$ cat src/rtl/front_panel_pkg.sv
// Shared types for the Altair front panel controller.
// State and action enums, switch indices, panel widths.
package front_panel_pkg;

  localparam int PANEL_ADDR_W = 16;
  localparam int PANEL_DATA_W = 8;

  localparam int SW_ON       = 0;
  localparam int SW_RUN      = 1;
  localparam int SW_STEP     = 2;
  localparam int SW_EXAM     = 3;
  localparam int SW_EXAM_NXT = 4;
  localparam int SW_DEP      = 5;
  localparam int SW_DEP_NXT  = 6;
  localparam int SW_RESET    = 7;
  localparam int SW_CLEAR    = 8;
  localparam int SW_PROT     = 9;
  localparam int SW_UNPROT   = 10;
  localparam int NUM_SW      = 11;

  typedef enum logic [1:0] {
    IDLE,
    RD,
    WR,
    STEP
  } fp_state_t;

  typedef enum logic [3:0] {
    ACT_NONE,
    ACT_RESET,
    ACT_CLEAR,
    ACT_EXAM,
    ACT_EXAM_NXT,
    ACT_DEP,
    ACT_DEP_NXT,
    ACT_STEP,
    ACT_PROT,
    ACT_UNPROT
  } fp_act_t;

  function automatic fp_act_t pick_act(
    input logic [NUM_SW-1:0] ev
  );
    fp_act_t a;
    a = ACT_NONE;
    priority case (1'b1)
      ev[SW_RESET]:    a = ACT_RESET;
      ev[SW_CLEAR]:    a = ACT_CLEAR;
      ev[SW_EXAM]:     a = ACT_EXAM;
      ev[SW_EXAM_NXT]: a = ACT_EXAM_NXT;
      ev[SW_DEP]:      a = ACT_DEP;
      ev[SW_DEP_NXT]:  a = ACT_DEP_NXT;
      ev[SW_STEP]:     a = ACT_STEP;
      ev[SW_PROT]:     a = ACT_PROT;
      ev[SW_UNPROT]:   a = ACT_UNPROT;
      default:         a = ACT_NONE;
    endcase
    return a;
  endfunction

endpackage

$ cat src/rtl/front_panel_controller_if.sv
// Single-outstanding memory request/ack port used by the panel.
// The controller is master; the memory arbiter is slave.
interface fp_mem_if;
  import front_panel_pkg::*;

  logic                    mem_req;
  logic                    mem_we;
  logic [0:PANEL_ADDR_W-1] mem_addr;
  logic [0:PANEL_DATA_W-1] mem_wdata;
  logic                    mem_ack;
  logic [0:PANEL_DATA_W-1] mem_rdata;

  modport master (
    output mem_req, mem_we, mem_addr, mem_wdata,
    input  mem_ack, mem_rdata
  );

  modport slave (
    input  mem_req, mem_we, mem_addr, mem_wdata,
    output mem_ack, mem_rdata
  );
endinterface

$ cat src/rtl/fp_switch_debounce.sv
// Two-flop synchroniser plus stability counter for one panel switch.
// rise_o pulses for one cycle when the accepted level goes 0 -> 1.
module fp_switch_debounce #(
  parameter int DEBOUNCE_CYCLES = 16
) (
  input  logic clk,
  input  logic reset_n,
  input  logic sw_i,
  output logic level_o,
  output logic rise_o
);

  localparam int CW =
    (DEBOUNCE_CYCLES < 2) ? 1 : $clog2(DEBOUNCE_CYCLES);
  localparam logic [CW-1:0] LAST = CW'(DEBOUNCE_CYCLES - 1);

  logic          sync1_q, sync2_q;
  logic          level_q, level_d;
  logic          rise_q, rise_d;
  logic [CW-1:0] cnt_q, cnt_d;

  always_comb begin
    level_d = level_q;
    rise_d  = 1'b0;
    cnt_d   = '0;
    if (sync2_q != level_q) begin
      if (cnt_q == LAST) begin
        level_d = sync2_q;
        rise_d  = sync2_q;
      end else begin
        cnt_d = cnt_q + CW'(1);
      end
    end
  end

  always_ff @(posedge clk or negedge reset_n) begin
    if (!reset_n) begin
      sync1_q <= 1'b0;
      sync2_q <= 1'b0;
      level_q <= 1'b0;
      rise_q  <= 1'b0;
      cnt_q   <= '0;
    end else begin
      sync1_q <= sw_i;
      sync2_q <= sync1_q;
      level_q <= level_d;
      rise_q  <= rise_d;
      cnt_q   <= cnt_d;
    end
  end

  assign level_o = level_q;
  assign rise_o  = rise_q;

endmodule

$ cat src/rtl/front_panel_controller.sv
// Altair front panel: turns debounced operator switches into
// CPU control pulses and panel memory examine/deposit cycles.
module front_panel_controller
  import front_panel_pkg::*;
#(
  parameter int DEBOUNCE_CYCLES = 16,
  parameter int ACK_TIMEOUT     = 255
) (
  input  logic       clk,
  input  logic       reset_n,
  input  logic       on_off_sw,
  input  logic       stop_run_sw,
  input  logic       step_sw,
  input  logic       examine_sw,
  input  logic       examine_next_sw,
  input  logic       deposit_sw,
  input  logic       deposit_next_sw,
  input  logic       reset_sw,
  input  logic       clear_sw,
  input  logic       protect_sw,
  input  logic       unprotect_sw,
  input  logic [0:7] sense_addr_sw,
  input  logic [0:7] data_addr_sw,
  fp_mem_if.master   mem,
  input  logic       cpu_step_ack,
  output logic       cpu_run,
  output logic       cpu_step,
  output logic       cpu_reset,
  output logic       cpu_clear,
  output logic       cpu_pc_load,
  output logic       prot_set,
  output logic       prot_clr,
  output logic [0:7] prot_page,
  output logic [0:15] panel_addr,
  output logic [0:7] panel_data,
  output logic       busy
);

  localparam int TW = $clog2(ACK_TIMEOUT + 1);
  localparam logic [TW-1:0] TMO_MAX = TW'(ACK_TIMEOUT);

  logic [NUM_SW-1:0] sw_raw, lvl, rise, ev;
  logic              off, idle_ok, unused_sw;
  fp_act_t           act;

  assign sw_raw = {
    unprotect_sw, protect_sw, clear_sw, reset_sw,
    deposit_next_sw, deposit_sw, examine_next_sw,
    examine_sw, step_sw, stop_run_sw, on_off_sw
  };

  for (genvar i = 0; i < NUM_SW; i++) begin : g_db
    fp_switch_debounce #(
      .DEBOUNCE_CYCLES(DEBOUNCE_CYCLES)
    ) u_db (
      .clk     (clk),
      .reset_n (reset_n),
      .sw_i    (sw_raw[i]),
      .level_o (lvl[i]),
      .rise_o  (rise[i])
    );
  end

  assign unused_sw = ^{lvl[NUM_SW-1:SW_STEP], rise[SW_RUN:SW_ON]};

  fp_state_t               state_q, state_d;
  logic [0:PANEL_ADDR_W-1] panel_addr_q, panel_addr_d, addr_inc;
  logic [0:PANEL_DATA_W-1] panel_data_q, panel_data_d;
  logic [0:PANEL_ADDR_W-1] mem_addr_q, mem_addr_d;
  logic [0:PANEL_DATA_W-1] mem_wdata_q, mem_wdata_d;
  logic                    mem_req_q, mem_req_d;
  logic                    mem_we_q, mem_we_d;
  logic [TW-1:0]           tmo_q, tmo_d;
  logic                    cpu_run_q, cpu_run_d;
  logic                    cpu_step_q, cpu_step_d;
  logic                    cpu_reset_q, cpu_reset_d;
  logic                    cpu_clear_q, cpu_clear_d;
  logic                    cpu_pc_load_q, cpu_pc_load_d;
  logic                    prot_set_q, prot_set_d;
  logic                    prot_clr_q, prot_clr_d;

  assign off     = lvl[SW_ON];
  assign idle_ok = (state_q == IDLE) && !cpu_run_q && !off;

  // reset/clear bypass the IDLE/stopped gate; gated events are dropped
  always_comb begin
    ev            = rise & {NUM_SW{idle_ok}};
    ev[SW_ON]     = 1'b0;
    ev[SW_RUN]    = 1'b0;
    ev[SW_RESET]  = rise[SW_RESET] && !off;
    ev[SW_CLEAR]  = rise[SW_CLEAR] && !off;
  end

  assign act      = pick_act(ev);
  assign addr_inc = panel_addr_q + 16'd1;

  always_comb begin
    state_d       = state_q;
    panel_addr_d  = panel_addr_q;
    panel_data_d  = panel_data_q;
    mem_addr_d    = mem_addr_q;
    mem_wdata_d   = mem_wdata_q;
    mem_req_d     = mem_req_q;
    tmo_d         = tmo_q;
    cpu_step_d    = 1'b0;
    cpu_reset_d   = 1'b0;
    cpu_clear_d   = 1'b0;
    cpu_pc_load_d = 1'b0;
    prot_set_d    = 1'b0;
    prot_clr_d    = 1'b0;

    if (state_q != IDLE) begin
      tmo_d = tmo_q + TW'(1);
      case (state_q)
        RD, WR: begin
          if (mem_req_q && mem.mem_ack) begin
            panel_data_d = (state_q == RD) ?
              mem.mem_rdata : mem_wdata_q;
            mem_req_d = 1'b0;
            state_d   = IDLE;
          end else begin
            mem_req_d = 1'b1;
          end
        end
        STEP: if (cpu_step_ack) state_d = IDLE;
        default: ;
      endcase
      if (state_d != IDLE && tmo_q == TMO_MAX) begin
        state_d   = IDLE;
        mem_req_d = 1'b0;
      end
    end

    if (off) begin
      state_d   = IDLE;
      mem_req_d = 1'b0;
    end

    unique case (act)
      ACT_RESET: begin
        cpu_reset_d  = 1'b1;
        panel_addr_d = '0;
        state_d      = IDLE;
        mem_req_d    = 1'b0;
      end
      ACT_CLEAR: cpu_clear_d = 1'b1;
      ACT_EXAM, ACT_EXAM_NXT: begin
        panel_addr_d = (act == ACT_EXAM) ?
          {sense_addr_sw, data_addr_sw} : addr_inc;
        mem_addr_d    = panel_addr_d;
        cpu_pc_load_d = 1'b1;
        state_d       = RD;
        mem_req_d     = 1'b0;
        tmo_d         = '0;
      end
      ACT_DEP, ACT_DEP_NXT: begin
        if (act == ACT_DEP_NXT) panel_addr_d = addr_inc;
        mem_addr_d  = panel_addr_d;
        mem_wdata_d = data_addr_sw;
        state_d     = WR;
        mem_req_d   = 1'b0;
        tmo_d       = '0;
      end
      ACT_STEP: begin
        cpu_step_d = 1'b1;
        state_d    = STEP;
        tmo_d      = '0;
      end
      ACT_PROT:   prot_set_d = 1'b1;
      ACT_UNPROT: prot_clr_d = 1'b1;
      default: ;
    endcase

    mem_we_d  = mem_req_d && (state_d == WR);
    cpu_run_d = lvl[SW_RUN] && !off && (state_d != STEP);
  end

  always_ff @(posedge clk or negedge reset_n) begin
    if (!reset_n) begin
      state_q       <= IDLE;
      panel_addr_q  <= '0;
      panel_data_q  <= '0;
      mem_addr_q    <= '0;
      mem_wdata_q   <= '0;
      mem_req_q     <= 1'b0;
      mem_we_q      <= 1'b0;
      tmo_q         <= '0;
      cpu_run_q     <= 1'b0;
      cpu_step_q    <= 1'b0;
      cpu_reset_q   <= 1'b0;
      cpu_clear_q   <= 1'b0;
      cpu_pc_load_q <= 1'b0;
      prot_set_q    <= 1'b0;
      prot_clr_q    <= 1'b0;
    end else begin
      state_q       <= state_d;
      panel_addr_q  <= panel_addr_d;
      panel_data_q  <= panel_data_d;
      mem_addr_q    <= mem_addr_d;
      mem_wdata_q   <= mem_wdata_d;
      mem_req_q     <= mem_req_d;
      mem_we_q      <= mem_we_d;
      tmo_q         <= tmo_d;
      cpu_run_q     <= cpu_run_d;
      cpu_step_q    <= cpu_step_d;
      cpu_reset_q   <= cpu_reset_d;
      cpu_clear_q   <= cpu_clear_d;
      cpu_pc_load_q <= cpu_pc_load_d;
      prot_set_q    <= prot_set_d;
      prot_clr_q    <= prot_clr_d;
    end
  end

  assign mem.mem_req   = mem_req_q;
  assign mem.mem_we    = mem_we_q;
  assign mem.mem_addr  = mem_addr_q;
  assign mem.mem_wdata = mem_wdata_q;
  assign cpu_run       = cpu_run_q;
  assign cpu_step      = cpu_step_q;
  assign cpu_reset     = cpu_reset_q;
  assign cpu_clear     = cpu_clear_q;
  assign cpu_pc_load   = cpu_pc_load_q;
  assign prot_set      = prot_set_q;
  assign prot_clr      = prot_clr_q;
  assign prot_page     = panel_addr_q[0:7];
  assign panel_addr    = panel_addr_q;
  assign panel_data    = panel_data_q;
  assign busy          = (state_q != IDLE);

endmodule

$ cat src/flat_wrapper.sv
// flat-port wrapper written by rule: the top's interface ports become plain ports
module front_panel_controller_flat import front_panel_pkg::*;
#(
  parameter int DEBOUNCE_CYCLES = 16,
  parameter int ACK_TIMEOUT     = 255
)
  (clk, reset_n, on_off_sw, stop_run_sw, step_sw, examine_sw, examine_next_sw, deposit_sw, deposit_next_sw, reset_sw, clear_sw, protect_sw, unprotect_sw, sense_addr_sw, data_addr_sw, cpu_step_ack, cpu_run, cpu_step, cpu_reset, cpu_clear, cpu_pc_load, prot_set, prot_clr, prot_page, panel_addr, panel_data, busy, mem_mem_req, mem_mem_we, mem_mem_addr, mem_mem_wdata, mem_mem_ack, mem_mem_rdata);
  fp_mem_if mem_i ();
  input  logic clk;
  input  logic reset_n;
  input  logic on_off_sw;
  input  logic stop_run_sw;
  input  logic step_sw;
  input  logic examine_sw;
  input  logic examine_next_sw;
  input  logic deposit_sw;
  input  logic deposit_next_sw;
  input  logic reset_sw;
  input  logic clear_sw;
  input  logic protect_sw;
  input  logic unprotect_sw;
  input  logic [0:7] sense_addr_sw;
  input  logic [0:7] data_addr_sw;
  input  logic cpu_step_ack;
  output logic cpu_run;
  output logic cpu_step;
  output logic cpu_reset;
  output logic cpu_clear;
  output logic cpu_pc_load;
  output logic prot_set;
  output logic prot_clr;
  output logic [0:7] prot_page;
  output logic [0:15] panel_addr;
  output logic [0:7] panel_data;
  output logic busy;
  output wire logic [$bits(mem_i.mem_req)-1:0] mem_mem_req;
  output wire logic [$bits(mem_i.mem_we)-1:0] mem_mem_we;
  output wire logic [$bits(mem_i.mem_addr)-1:0] mem_mem_addr;
  output wire logic [$bits(mem_i.mem_wdata)-1:0] mem_mem_wdata;
  input wire logic [$bits(mem_i.mem_ack)-1:0] mem_mem_ack;
  input wire logic [$bits(mem_i.mem_rdata)-1:0] mem_mem_rdata;
  assign mem_mem_req = mem_i.mem_req;
  assign mem_mem_we = mem_i.mem_we;
  assign mem_mem_addr = mem_i.mem_addr;
  assign mem_mem_wdata = mem_i.mem_wdata;
  assign mem_i.mem_ack = mem_mem_ack;
  assign mem_i.mem_rdata = mem_mem_rdata;
  front_panel_controller #(.DEBOUNCE_CYCLES(DEBOUNCE_CYCLES), .ACK_TIMEOUT(ACK_TIMEOUT)) u_core (.clk(clk), .reset_n(reset_n), .on_off_sw(on_off_sw), .stop_run_sw(stop_run_sw), .step_sw(step_sw), .examine_sw(examine_sw), .examine_next_sw(examine_next_sw), .deposit_sw(deposit_sw), .deposit_next_sw(deposit_next_sw), .reset_sw(reset_sw), .clear_sw(clear_sw), .protect_sw(protect_sw), .unprotect_sw(unprotect_sw), .sense_addr_sw(sense_addr_sw), .data_addr_sw(data_addr_sw), .mem(mem_i), .cpu_step_ack(cpu_step_ack), .cpu_run(cpu_run), .cpu_step(cpu_step), .cpu_reset(cpu_reset), .cpu_clear(cpu_clear), .cpu_pc_load(cpu_pc_load), .prot_set(prot_set), .prot_clr(prot_clr), .prot_page(prot_page), .panel_addr(panel_addr), .panel_data(panel_data), .busy(busy));
endmodule
$ cat config.mk
export PLATFORM = sky130hd
export DESIGN_NAME = front_panel_controller_flat
export DESIGN_NICKNAME = d
export VERILOG_FILES = /design/src/rtl/front_panel_pkg.sv /design/src/rtl/front_panel_controller_if.sv /design/src/rtl/fp_switch_debounce.sv /design/src/rtl/front_panel_controller.sv /design/src/flat_wrapper.sv
export SDC_FILE = /design/constraint.sdc
export NUM_CORES = 1
export LEC_CHECK = 0
export CORE_ASPECT_RATIO = 2
export CORE_UTILIZATION = 55
export DETAILED_ROUTE_END_ITERATION = 16
export PLACE_DENSITY = 0.91
export SYNTH_ARGS = -nofsm -noshare
export SYNTH_HDL_FRONTEND = slang
export SYNTH_SLANG_ARGS = --single-unit
$ cat constraint.sdc
create_clock -name clk -period 3.3 [get_ports clk]
set_clock_uncertainty 0.05 [all_clocks]
set_input_delay 0.66 -clock clk [delete_from_list [all_inputs] [get_ports clk]]
set_output_delay 0.66 -clock clk [all_outputs]
set_load 0.01 [all_outputs]
==> results.ini, run 1 <==
[clock_network]
tritoncts = done
htree_levels = 4
clockBufferDepth = 2
ctsRootBufferMaster = clkbuf_16
cts_sinks = 153
cts.reportedPaths.clkPinSlew_ns = 0.07
clkLatencyLatePin_ns = 0.43
cts_inserted_buffers = 17
postCtsSetupBuffers = 0

[synth]
netlist_instances = 667
yosysWarnings = 0
ys_top_cells_by_area = dfrtp_1 (53%), xnor2_1 (4.3%), nand2_1 (3.3%), a21oi_1 (3.1%), ha_1 (3.0%)
syn_area_per_cell_sq_um = 10.79
synth_fp_nets = 723
synth.ff_latch_count = 153
syn_area_sq_um = 7197
synth_top_area_frac = 0.5320
ys.flop_type = dfrtp_1
async_flop_share = 1.000
synth-edff-count = 0
ys_types = 66
yosysTopAreaCell = dfrtp_1
ys_seq_area_frac = 0.5320

[status]
status = finished clean

[placed_design]
gp_congestion = 0.9703
dpl_cell_area_sq_um = 8423
hpwlAfterDp_mm = 13.47
dp_cells = 913
io_buffers = 104

[setup_path]
path_class = flip-flop to flip-flop
critical_path_required_ns = 3.57
worstPathArrival_ns = 3.30
startpoint_type = flip-flop
crit_path_max_fanout = 8
end_kind = flip-flop
r2r_cells = 8

[final_layout]
final_area_sq_um = 9047
antenna_cells = 0
layout_commonest_cell = dfrtp_1
nNetsFinal = 838
final-seq-area_sq_um = 3829
final.fill_count = 869
stdcell_count = 945
final_cell_mix = dfrtp_1 (153), clkdlybuf4s50_1 (103), nand2_1 (64), a21oi_1 (45), nor2_1 (44)
drive_gt1_frac = 0.1107
multi_input_area_sq_um = 3152
areaGrowthSynthToFinish_pct = 25.71

[grt]
grt_pass1_vias = 6141
grt_start_max_net_pins = 92
grt_usage = 0.2913
grt_overflow = 0
antenna_found_initial = 0
grt_first_pass_wirelength_mm = 30.50

[floorplanning]
coreArea_sq_um = 12700
rows = 58
io_pins = 105
initial_core_util = 0.5667
die_h_um = 163.8
fp.dieW_um = 82.89
die-area_sq_um = 13570

[timing]
setup_viol = 0
fin_tns_setup_ns = 0
drv_slew = 0
finalCriticalPeriod_ns = 3.032
maxSlewHeadroom = 0.4727
tightest_slew_ns = 0.7910
hold_viol_final = 0
finalCritPeriodShare = 0.9188
rsz0062_at_grt = false
fmax_mhz = 329.8

[pwr]
combPwrFrac = 0.141
p_switching_uw = 1262
leakage_uw = 0.003845
p_sw_frac = 0.2596
peakVddDrop_mv = 0.4789
seqPwrFrac = 0.441
p_total_uw = 4863
power_frac_clock = 0.418
power_density_nw_per_um2 = 537.5
p_int_uw = 3600

[routing]
drtPass1Iterations = 8
route.vias.total = 5834
postRouteAntennaNets = 0
drc_errors = 0
wl_mm = 18.74
avgRoutedWirePerCell_um = 19.83
first_iter_violations = 583
vias_per_cell = 6.174

[hold_path]
hold_class = primary input to asynchronous set/reset pin

[run]
drv_cap = 0

[worst max-delay path, stage by stage, from the launching register on]
cell and delay (ns):
dfrtp_1 0.42, inv_1 0.12, ha_1 0.19, nand2b_2 0.13, or4_1 0.60, nor4_4 0.55, a22oi_2 0.26, a221o_1 0.41
a21o_1 0.19
[area by class of cell]
cell class / instances / area share
sequential: 153 / 0.4232
multi-input combinational: 468 / 0.3484
timing repair buffer: 124 / 0.1318
clock buffer: 21 / 0.05089
tap: 150 / 0.02074
clock inverter: 11 / 0.01756
inverter: 18 / 0.007468
[cell families after synthesis]
family | after synthesis | share of synthesized area
AO/OA/AOI/OAI | 145 | 0.1408
XOR/XNOR | 44 | 0.05355
adder cells (fa/ha/maj) | 17 | 0.02955
buffers and inverters | 46 | 0.03216
flip-flops | 153 | 0.5320
multiplexers | 22 | 0.03251
AND/OR/NAND/NOR | 240 | 0.1794
[power by group through the flow]
| stage | combinational, uW | sequential, uW | clock [uW] |
|---|---|---|---|
| global route | 762 | 2160 | 2150 |
| finish | 688 | 2140 | 2030 |
| detailed placement | 688 | 2170 | 0 |
| CTS | 695 | 2140 | 2050 |
| floorplan | 339 | 2180 | 0 |
| global placement | 654 | 2160 | 0 |
[sequential cells by signal (all words and copies together) (netlist names)]
register                  count
u_core.g_db.u_db.sync1_q     11
u_core.cpu_step               1
u_core.cpu_reset              1
u_core.tmo_q                  8
u_core.prot_clr               1
u_core.g_db.u_db.sync2_q     11
u_core.panel_addr            16
u_core.g_db.u_db.cnt_q       44
u_core.cpu_clear              1
u_core.panel_data             8
u_core.mem.mem_we             1
u_core.prot_set               1
u_core.mem.mem_wdata          8
u_core.cpu_pc_load            1
u_core.mem.mem_addr          16
u_core.state_q                2
u_core.g_db.u_db.level_o     11
u_core.mem.mem_req            1
u_core.cpu_run                1
u_core.g_db.u_db.rise_o       9
[cells in the mapped netlist (11+ instances only)]
cell	n
nor2b_1	15
nand3_1	36
nor3b_1	21
a22oi_1	11
o21ai_0	34
inv_1	17
nor3_1	11
nand2_1	64
nand4b_1	12
mux2i_1	11
xnor2_1	35
buf_4	11
a21oi_1	45
dfrtp_1	153
ha_1	17
nor2_1	44
mux2_2	11
[per-layer routing]
layer / routed length (um) / vias to the layer above / global-route usage / share of wire
li1: - / 2627 / - / -
met1: 6324 / 2858 / 0.2986 / 0.34
met2: 10730 / 282 / 0.5510 / 0.57
met3: 848 / 67 / 0.04774 / 0.045
met4: 833 / 0 / 0.1685 / 0.044
met5: 0 / - / 0 / 0
[path summary, 6_finish.rpt]
check / start / to / slack [ns]
max: u_core.state_q[1]$_DFF_PN0_ / u_core.mem.mem_addr[1]$_DFFE_PN0P_ / 0.27
max in group asynchronous: reset_n / u_core.mem.mem_addr[13]$_DFFE_PN0P_ / 2.08
max reg2reg: u_core.state_q[1]$_DFF_PN0_ / u_core.mem.mem_addr[1]$_DFFE_PN0P_ / 0.27
min: reset_n / u_core.g_db[2].u_db.cnt_q[1]$_DFF_PN0_ / 0.22
min in group clk: u_core.g_db[8].u_db.sync1_q$_DFF_PN0_ / u_core.g_db[8].u_db.sync2_q$_DFF_PN0_ / 0.30
min reg2reg: u_core.g_db[8].u_db.sync1_q$_DFF_PN0_ / u_core.g_db[8].u_db.sync2_q$_DFF_PN0_ / 0.30
[per-stage QoR]
stage / setup slack, ns / utilization / hold WS, ns
after floorplan: 0.5499 / - / 0.2812
after global placement: 0.3508 / 0.6633 / 0.2834
after detailed placement: 0.1711 / 0.6633 / 0.2855
after CTS: 0.1406 / 0.7120 / 0.2678
after global routing: 0.1288 / 0.7124 / 0.2976
final: 0.2679 / 0.7124 / 0.2199
[timing repair]
| action | in CTS | in global routing |
|---|---|---|
| resized for setup | 0 | 2 |
| hold buffers | 0 | 0 |
| endpoints found under the setup margin | 0 | 7 |
Power figures use the tool's default switching activity.
==> inputs of run 2 (changes only) <==
- HOLD_SLACK_MARGIN: default -> 0.12
- PLACE_DENSITY: 0.91 -> 0.84
==> run 2 against run 1 <==
Critical path depth up 1. Cell count up 0.42%. Critical endpoint is now u_core.mem.mem_addr[4]$_DFFE_PN0P_. Power down 1.0%. Die area unchanged. Global-route usage down 0.71 points. Combinational power up 1%. Count of clock-buffer cells in the layout down 3. Highest routed layer unchanged. Sequential share of layout area down 0.12 points.
==> results.ini, run 2 (synthesized netlist as in run 1, its figures left out) <==
[setup_path]
crit_path_max_fanout = 16  ; +8
startpoint_type = flip-flop
max_stage_delay_ns = 0.56  ; -0.04 ns
crit_buf_inv = 2  ; +1
regToRegStartpoint = u_core.state_q[0]$_DFF_PN0_
crit_chain = inv_1 > ha_1 > nand2b_2 > or4_1 > buf_4 > or4_4 > nor2_4 > a32oi_1 > a22oi_1
reg2reg_to = u_core.mem.mem_addr[4]$_DFFE_PN0P_
reg2reg_setup_slack_ns = 0.31  ; +0.04 ns
worstPathArrival_ns = 3.28  ; -0.02 ns
cp_top_family = simple AND/OR/NAND/NOR gates
slowest_stage = or4_4
critical_path_required_ns = 3.58  ; about the same
end_kind = flip-flop
cp.depth = 9  ; +1
r2r_cells = 9  ; +1
path_class = flip-flop to flip-flop

[routing]
vias_per_cell = 6.059  ; -1.9%
postRouteAntennaNets = 0  ; unchanged
wl_mm = 18.46  ; -1.5%
first_iter_violations = 402  ; -31%
drtPass1Iterations = 5  ; -3
avgRoutedWirePerCell_um = 19.45  ; -1.9%
drc_errors = 0  ; unchanged
route.vias.total = 5750  ; -1.4%

[placed_design]
dp_cells = 917  ; +0.44%
hpwlAfterDp_mm = 13.66  ; +1.4%
gp_congestion = 0.9516  ; -1.9%
io_buffers = 104  ; unchanged
dp_worst_setup_slack_ns = 0.3765  ; +0.2054 ns

[floorplanning]
rows = 58  ; unchanged
fp.dieW_um = 82.89  ; unchanged
die_h_um = 163.8  ; unchanged
initial_core_util = 0.5667  ; unchanged
die-area_sq_um = 13570  ; unchanged
coreArea_sq_um = 12700  ; unchanged
io_pins = 105  ; unchanged

[timing]
tightest_slew_ns = 0.9055  ; +0.1145 ns
hold_viol_final = 0  ; unchanged
fin_ws_ns = 0.3072  ; +0.03933 ns
fmax_mhz = 334.1  ; +1.3%
finalCriticalPeriod_ns = 2.993  ; -0.03933 ns
finalCritPeriodShare = 0.9069  ; -0.01192
setup_viol = 0  ; unchanged
drv_slew = 0  ; unchanged
rsz0062_at_grt = false
maxSlewHeadroom = 0.3949  ; -0.07778
fin_tns_setup_ns = 0  ; unchanged

[pwr]
p_total_uw = 4813  ; -1.0%
power_density_nw_per_um2 = 530.5  ; -1.3%
p_switching_uw = 1296  ; +2.7%
power_frac_clock = 0.411  ; -0.007
leakage_uw = 0.003866  ; +0.55%
p_sw_frac = 0.2693  ; +0.009685
p_int_uw = 3517  ; -2.3%
combPwrFrac = 0.145  ; +0.004
peakVddDrop_mv = 0.4456  ; -7.0%
seqPwrFrac = 0.444  ; +0.003

[final_layout]
stdcell_count = 949  ; +0.42%
antenna_cells = 0  ; unchanged
regMostFlops = u_core.g_db.u_db.cnt_q
final_cell_mix = dfrtp_1 (153), clkdlybuf4s50_1 (103), nand2_1 (64), a21oi_1 (45), nor2_1 (44)
nNetsFinal = 843  ; +0.60%
drive_gt1_frac = 0.1139  ; +0.003201
largest_reg_flops = 44  ; unchanged
areaGrowthSynthToFinish_pct = 26.06
layout_commonest_cell = dfrtp_1
final_util = 0.7144  ; +0.001970

[clock_network]
cts_resized = 0  ; unchanged
cts_sinks = 153  ; unchanged
clockBufferDepth = 2  ; unchanged
cts.reportedPaths.clkPinSlew_ns = 0.07  ; about the same
htree_levels = 4  ; unchanged
clkLatencyLatePin_ns = 0.42  ; about the same
postCtsSetupBuffers = 0  ; unchanged
tritoncts = done
cts_inserted_buffers = 17  ; unchanged
ctsRootBufferMaster = clkbuf_16

[hold_path]
hold_class = flip-flop to flip-flop
hold_depth = 0
hold_path_end = u_core.g_db[9].u_db.sync2_q$_DFF_PN0_
hp-start = u_core.g_db[9].u_db.sync1_q$_DFF_PN0_

[status]
status = finished clean

[grt]
grt_pass1_vias = 6220  ; +1.3%
grt_overflow = 0  ; unchanged
grt_first_pass_wirelength_mm = 30.08  ; -1.4%
grt_start_max_net_pins = 56  ; -39%
antenna_found_initial = 0  ; unchanged
grt_usage = 0.2843  ; -0.007067

[run]
drv_cap = 0  ; unchanged

run 2: per-layer routing:
layer  share of wire  track usage  up-vias
met1            0.33       0.2712     2820
met3           0.043      0.04724       73
li1                -            -     2633
met5               0            0        -
met4           0.061       0.2030        0
met2            0.57       0.5410      224
run 2: worst max path at each step:
| stage | from | endpoint | slack (ns) |
|---|---|---|---|
| 4_1_cts | u_core.state_q[0]$_DFF_PN0_ | u_core.mem.mem_addr[2]$_DFFE_PN0P_ | 0.36 |
| 5_1_grt | u_core.state_q[0]$_DFF_PN0_ | u_core.mem.mem_addr[5]$_DFFE_PN0P_ | 0.16 |
| 2_1_floorplan | u_core.state_q[0]$_DFF_PN0_ | u_core.mem.mem_addr[1]$_DFFE_PN0P_ | 0.55 |
| 6_report | u_core.state_q[0]$_DFF_PN0_ | u_core.mem.mem_addr[4]$_DFFE_PN0P_ | 0.31 |
| 3_5_place_dp | u_core.state_q[0]$_DFF_PN0_ | u_core.mem.mem_addr[7]$_DFFE_PN0P_ | 0.38 |
| 3_3_place_gp | u_core.state_q[0]$_DFF_PN0_ | u_core.mem.mem_addr[2]$_DFFE_PN0P_ | 0.46 |
run 2: worst reg2reg max path: cells and delay by family, from the launching register on:
kind | cells | cell delay, ns
AOI/OAI and AO/OA | 2 | 0.38
buffers and inverters | 2 | 0.29
DFF | 1 | 0.43
and+or+nand+nor | 4 | 1.56
adders and majority gates | 1 | 0.19
run 2: final cells by class:
class | instances | area [sq um]
repair buffers | 129 | 1245
well taps | 150 | 187.7
multi-input cells | 468 | 3147
flip-flops and latches | 153 | 3829
inverters | 18 | 67.56
fillers | 879 | 3627
clock inverters | 13 | 157.7
clock buffers | 18 | 439.2
run 2: metrics by stage:
step | hold WS (ns) | area [sq um]
global placement | 0.2819 | 8466
CTS | 0.2974 | 9072
finish | 0.2958 | 9072
global route | 0.3042 | 9072
floorplan | 0.2812 | 7197
detailed placement | 0.2855 | 8466
run 2: what timing repair did:
action                     in CTS  in global routing
hold endpoints to repair       39                  0
setup endpoints to repair       0                  0
hold buffers                    1                  0
run 2: power groups by stage:
stage                     logic (uW)  registers (uW)  clock network, uW
after floorplan                  339            2180                  0
after global placement           674            2160                  0
after detailed placement         695            2170                  0
after CTS                        708            2140               2010
after global routing             776            2160               2070
final                            698            2140               1980
==> inputs of run 3 (changes only) <==
--- a/config.mk
+++ b/config.mk
@@ -10,5 +10,6 @@
 export DETAILED_ROUTE_END_ITERATION = 16
 export HOLD_SLACK_MARGIN = 0.12
-export PLACE_DENSITY = 0.84
+export PLACE_DENSITY = 0.81
+export RECOVER_POWER = 25
 export SYNTH_ARGS = -nofsm -noshare
 export SYNTH_HDL_FRONTEND = slang
==> constraint.sdc (replaced) <==
create_clock -name clk -period 3.3 [get_ports clk]
set_clock_uncertainty 0.05 [all_clocks]
set_input_delay 0.99 -clock clk [delete_from_list [all_inputs] [get_ports clk]]
set_output_delay 0.99 -clock clk [all_outputs]
set_load 0.01 [all_outputs]
==> run 3 against run 2 <==
The run now ends with capacitance limit, slew limit left. Global-route usage up 0.20 points. Count of clock-buffer cells in the layout up 2. Setup slack worse by 0.078 ns. First-iteration DRC count down 13%. Hold slack about the same. Power down 0.25%. Final area up 0.25%. Maximum frequency down 2.5%. Sequential cell count unchanged. Combinational power up 1%. Wire length up 0.18%. Die area unchanged.
==> results.ini, run 3 (synthesized netlist as in run 1, its figures left out) <==
[status]
status = finished, violations left
violations = capacitance limit, slew limit

[placed_design]
io_buffers = 104  ; unchanged
hpwlAfterDp_mm = 13.96  ; +2.2%
gp_congestion = 0.9776  ; +2.7%

[final_layout]
nNetsFinal = 844  ; +0.12%
drive_gt1_frac = 0.1161  ; +0.002213
areaGrowthSynthToFinish_pct = 26.37
multi_input_area_sq_um = 3147  ; unchanged
regMostFlops = u_core.g_db.u_db.cnt_q
largest_reg_flops = 44  ; unchanged
final-seq-area_sq_um = 3829  ; unchanged
final.fill_count = 888  ; +1.0%
layout_commonest_cell = dfrtp_1
antenna_cells = 0  ; unchanged
final_cell_mix = dfrtp_1 (153), clkdlybuf4s50_1 (92), nand2_1 (64), a21oi_1 (45), nor2_1 (44)

[timing]
hold_viol_final = 0  ; unchanged
tightest_slew_ns = 2.026  ; +1.121 ns
drv_slew = 80  ; +80
fmax_mhz = 325.7  ; -2.5%
finalCriticalPeriod_ns = 3.071  ; +0.07772 ns
setup_viol = 0  ; unchanged
fin_tns_setup_ns = 0  ; unchanged
finalCritPeriodShare = 0.9305  ; +0.02355
maxSlewHeadroom = -0.3509  ; -0.7457
rsz0062_at_grt = false

[floorplanning]
die-area_sq_um = 13570  ; unchanged
fp.dieW_um = 82.89  ; unchanged
die_h_um = 163.8  ; unchanged
io_pins = 105  ; unchanged
initial_core_util = 0.5667  ; unchanged
rows = 58  ; unchanged
coreArea_sq_um = 12700  ; unchanged

[routing]
drtPass1Iterations = 5  ; unchanged
route.vias.total = 5768  ; +0.31%
vias_per_cell = 6.065  ; +0.10%
postRouteAntennaNets = 0  ; unchanged
first_iter_violations = 350  ; -13%
avgRoutedWirePerCell_um = 19.44  ; about the same
drc_errors = 0  ; unchanged
wl_mm = 18.49  ; +0.18%

[clock_network]
htree_levels = 4  ; unchanged
hold_buffers = 0  ; -1
cts.reportedPaths.clkPinSlew_ns = 0.06  ; about the same
cts_sinks = 153  ; unchanged
clockBufferDepth = 2  ; unchanged
cts_resized = 0  ; unchanged
postCtsSetupBuffers = 0  ; unchanged
ctsRootBufferMaster = clkbuf_16
cts_inserted_buffers = 17  ; unchanged
clkLatencyLatePin_ns = 0.42  ; about the same
tritoncts = done

[run]
drv_cap = 1  ; +1

[grt]
grt_usage = 0.2863  ; +0.001997
grt_overflow = 0  ; unchanged
grt_pass1_vias = 6087  ; -2.1%
antenna_found_initial = 0  ; unchanged
grt_first_pass_wirelength_mm = 30.04  ; -0.14%
grt_start_max_net_pins = 82  ; +46%

[setup_path]
worstPathArrival_ns = 2.03  ; -1.25 ns
critical_path_required_ns = 2.26  ; -1.32 ns
crit_path_max_fanout = 7  ; -9
r2r_cells = 8  ; -1
startpoint_type = flip-flop
path_class = flip-flop to output port
end_kind = output port

[hold_path]
hold_depth = 0  ; unchanged
hold_class = flip-flop to flip-flop

[pwr]
peakVddDrop_mv = 0.7685  ; +72%
power_density_nw_per_um2 = 527.8  ; -0.50%
p_total_uw = 4801  ; -0.25%
leakage_uw = 0.003890  ; +0.61%

[run 3: layout make-up]
cell class | instances | share of cell area
clock buffers | 20 | 0.05021
flip-flops and latches | 153 | 0.4210
well taps | 150 | 0.02064
clock inverters | 12 | 0.01527
multi-input cells | 468 | 0.3460
repair buffers | 130 | 0.1395
inverters | 18 | 0.007429
[run 3: through the flow]
stage / instance area (sq um) / hold WS, ns / std cells / setup WS (ns) / util
after floorplan: 7197 / 0.2812 / 667 / 0.5499 / -
after global placement: 8506 / 0.2831 / 919 / 0.4424 / 0.6698
after detailed placement: 8506 / 0.2847 / 919 / 0.3662 / 0.6698
after CTS: 9101 / 0.2980 / 951 / 0.2384 / 0.7167
after global routing: 9095 / 0.3013 / 951 / 0.1107 / 0.7162
final: 9095 / 0.2962 / 951 / 0.2295 / 0.7162
[run 3: final timing paths]
path | startpoint | endpoint | slack [ns]
worst min-delay path | u_core.g_db[4].u_db.sync1_q$_DFF_PN0_ | u_core.g_db[4].u_db.sync2_q$_DFF_PN0_ | 0.30
min in group asynchronous | reset_n | u_core.panel_data[7]$_DFFE_PN0P_ | 1.07
worst max-delay path | u_core.state_q[0]$_DFF_PN0_ | busy | 0.23
worst min register to register | u_core.g_db[4].u_db.sync1_q$_DFF_PN0_ | u_core.g_db[4].u_db.sync2_q$_DFF_PN0_ | 0.30
max in group asynchronous | reset_n | u_core.g_db[7].u_db.cnt_q[0]$_DFF_PN0_ | 0.91
worst max register to register | u_core.state_q[0]$_DFF_PN0_ | u_core.mem.mem_addr[5]$_DFFE_PN0P_ | 0.31
[run 3: critical path, stage by stage (launching register included)]
cell	delay (ns)
dfrtp_1	0.43
inv_1	0.09
ha_1	0.24
buf_4	0.18
inv_1	0.12
clkdlybuf4s50_1	0.56
[run 3: where the power goes]
group / internal (uW) / leakage, uW / switching [uW]
Clock: 1160 / 0.000291 / 782
Combinational: 345 / 0.00175 / 363
Sequential: 2020 / 0.00185 / 125
Total: 3530 / 0.00389 / 1270
[run 3: metal layers]
metal,share of wire,vias to the layer above,GRT usage
met3,0.040,68,0.05327
li1,-,2642,-
met2,0.58,226,0.5581
met1,0.33,2832,0.2736
met5,0,-,0
met4,0.046,0,0.1661
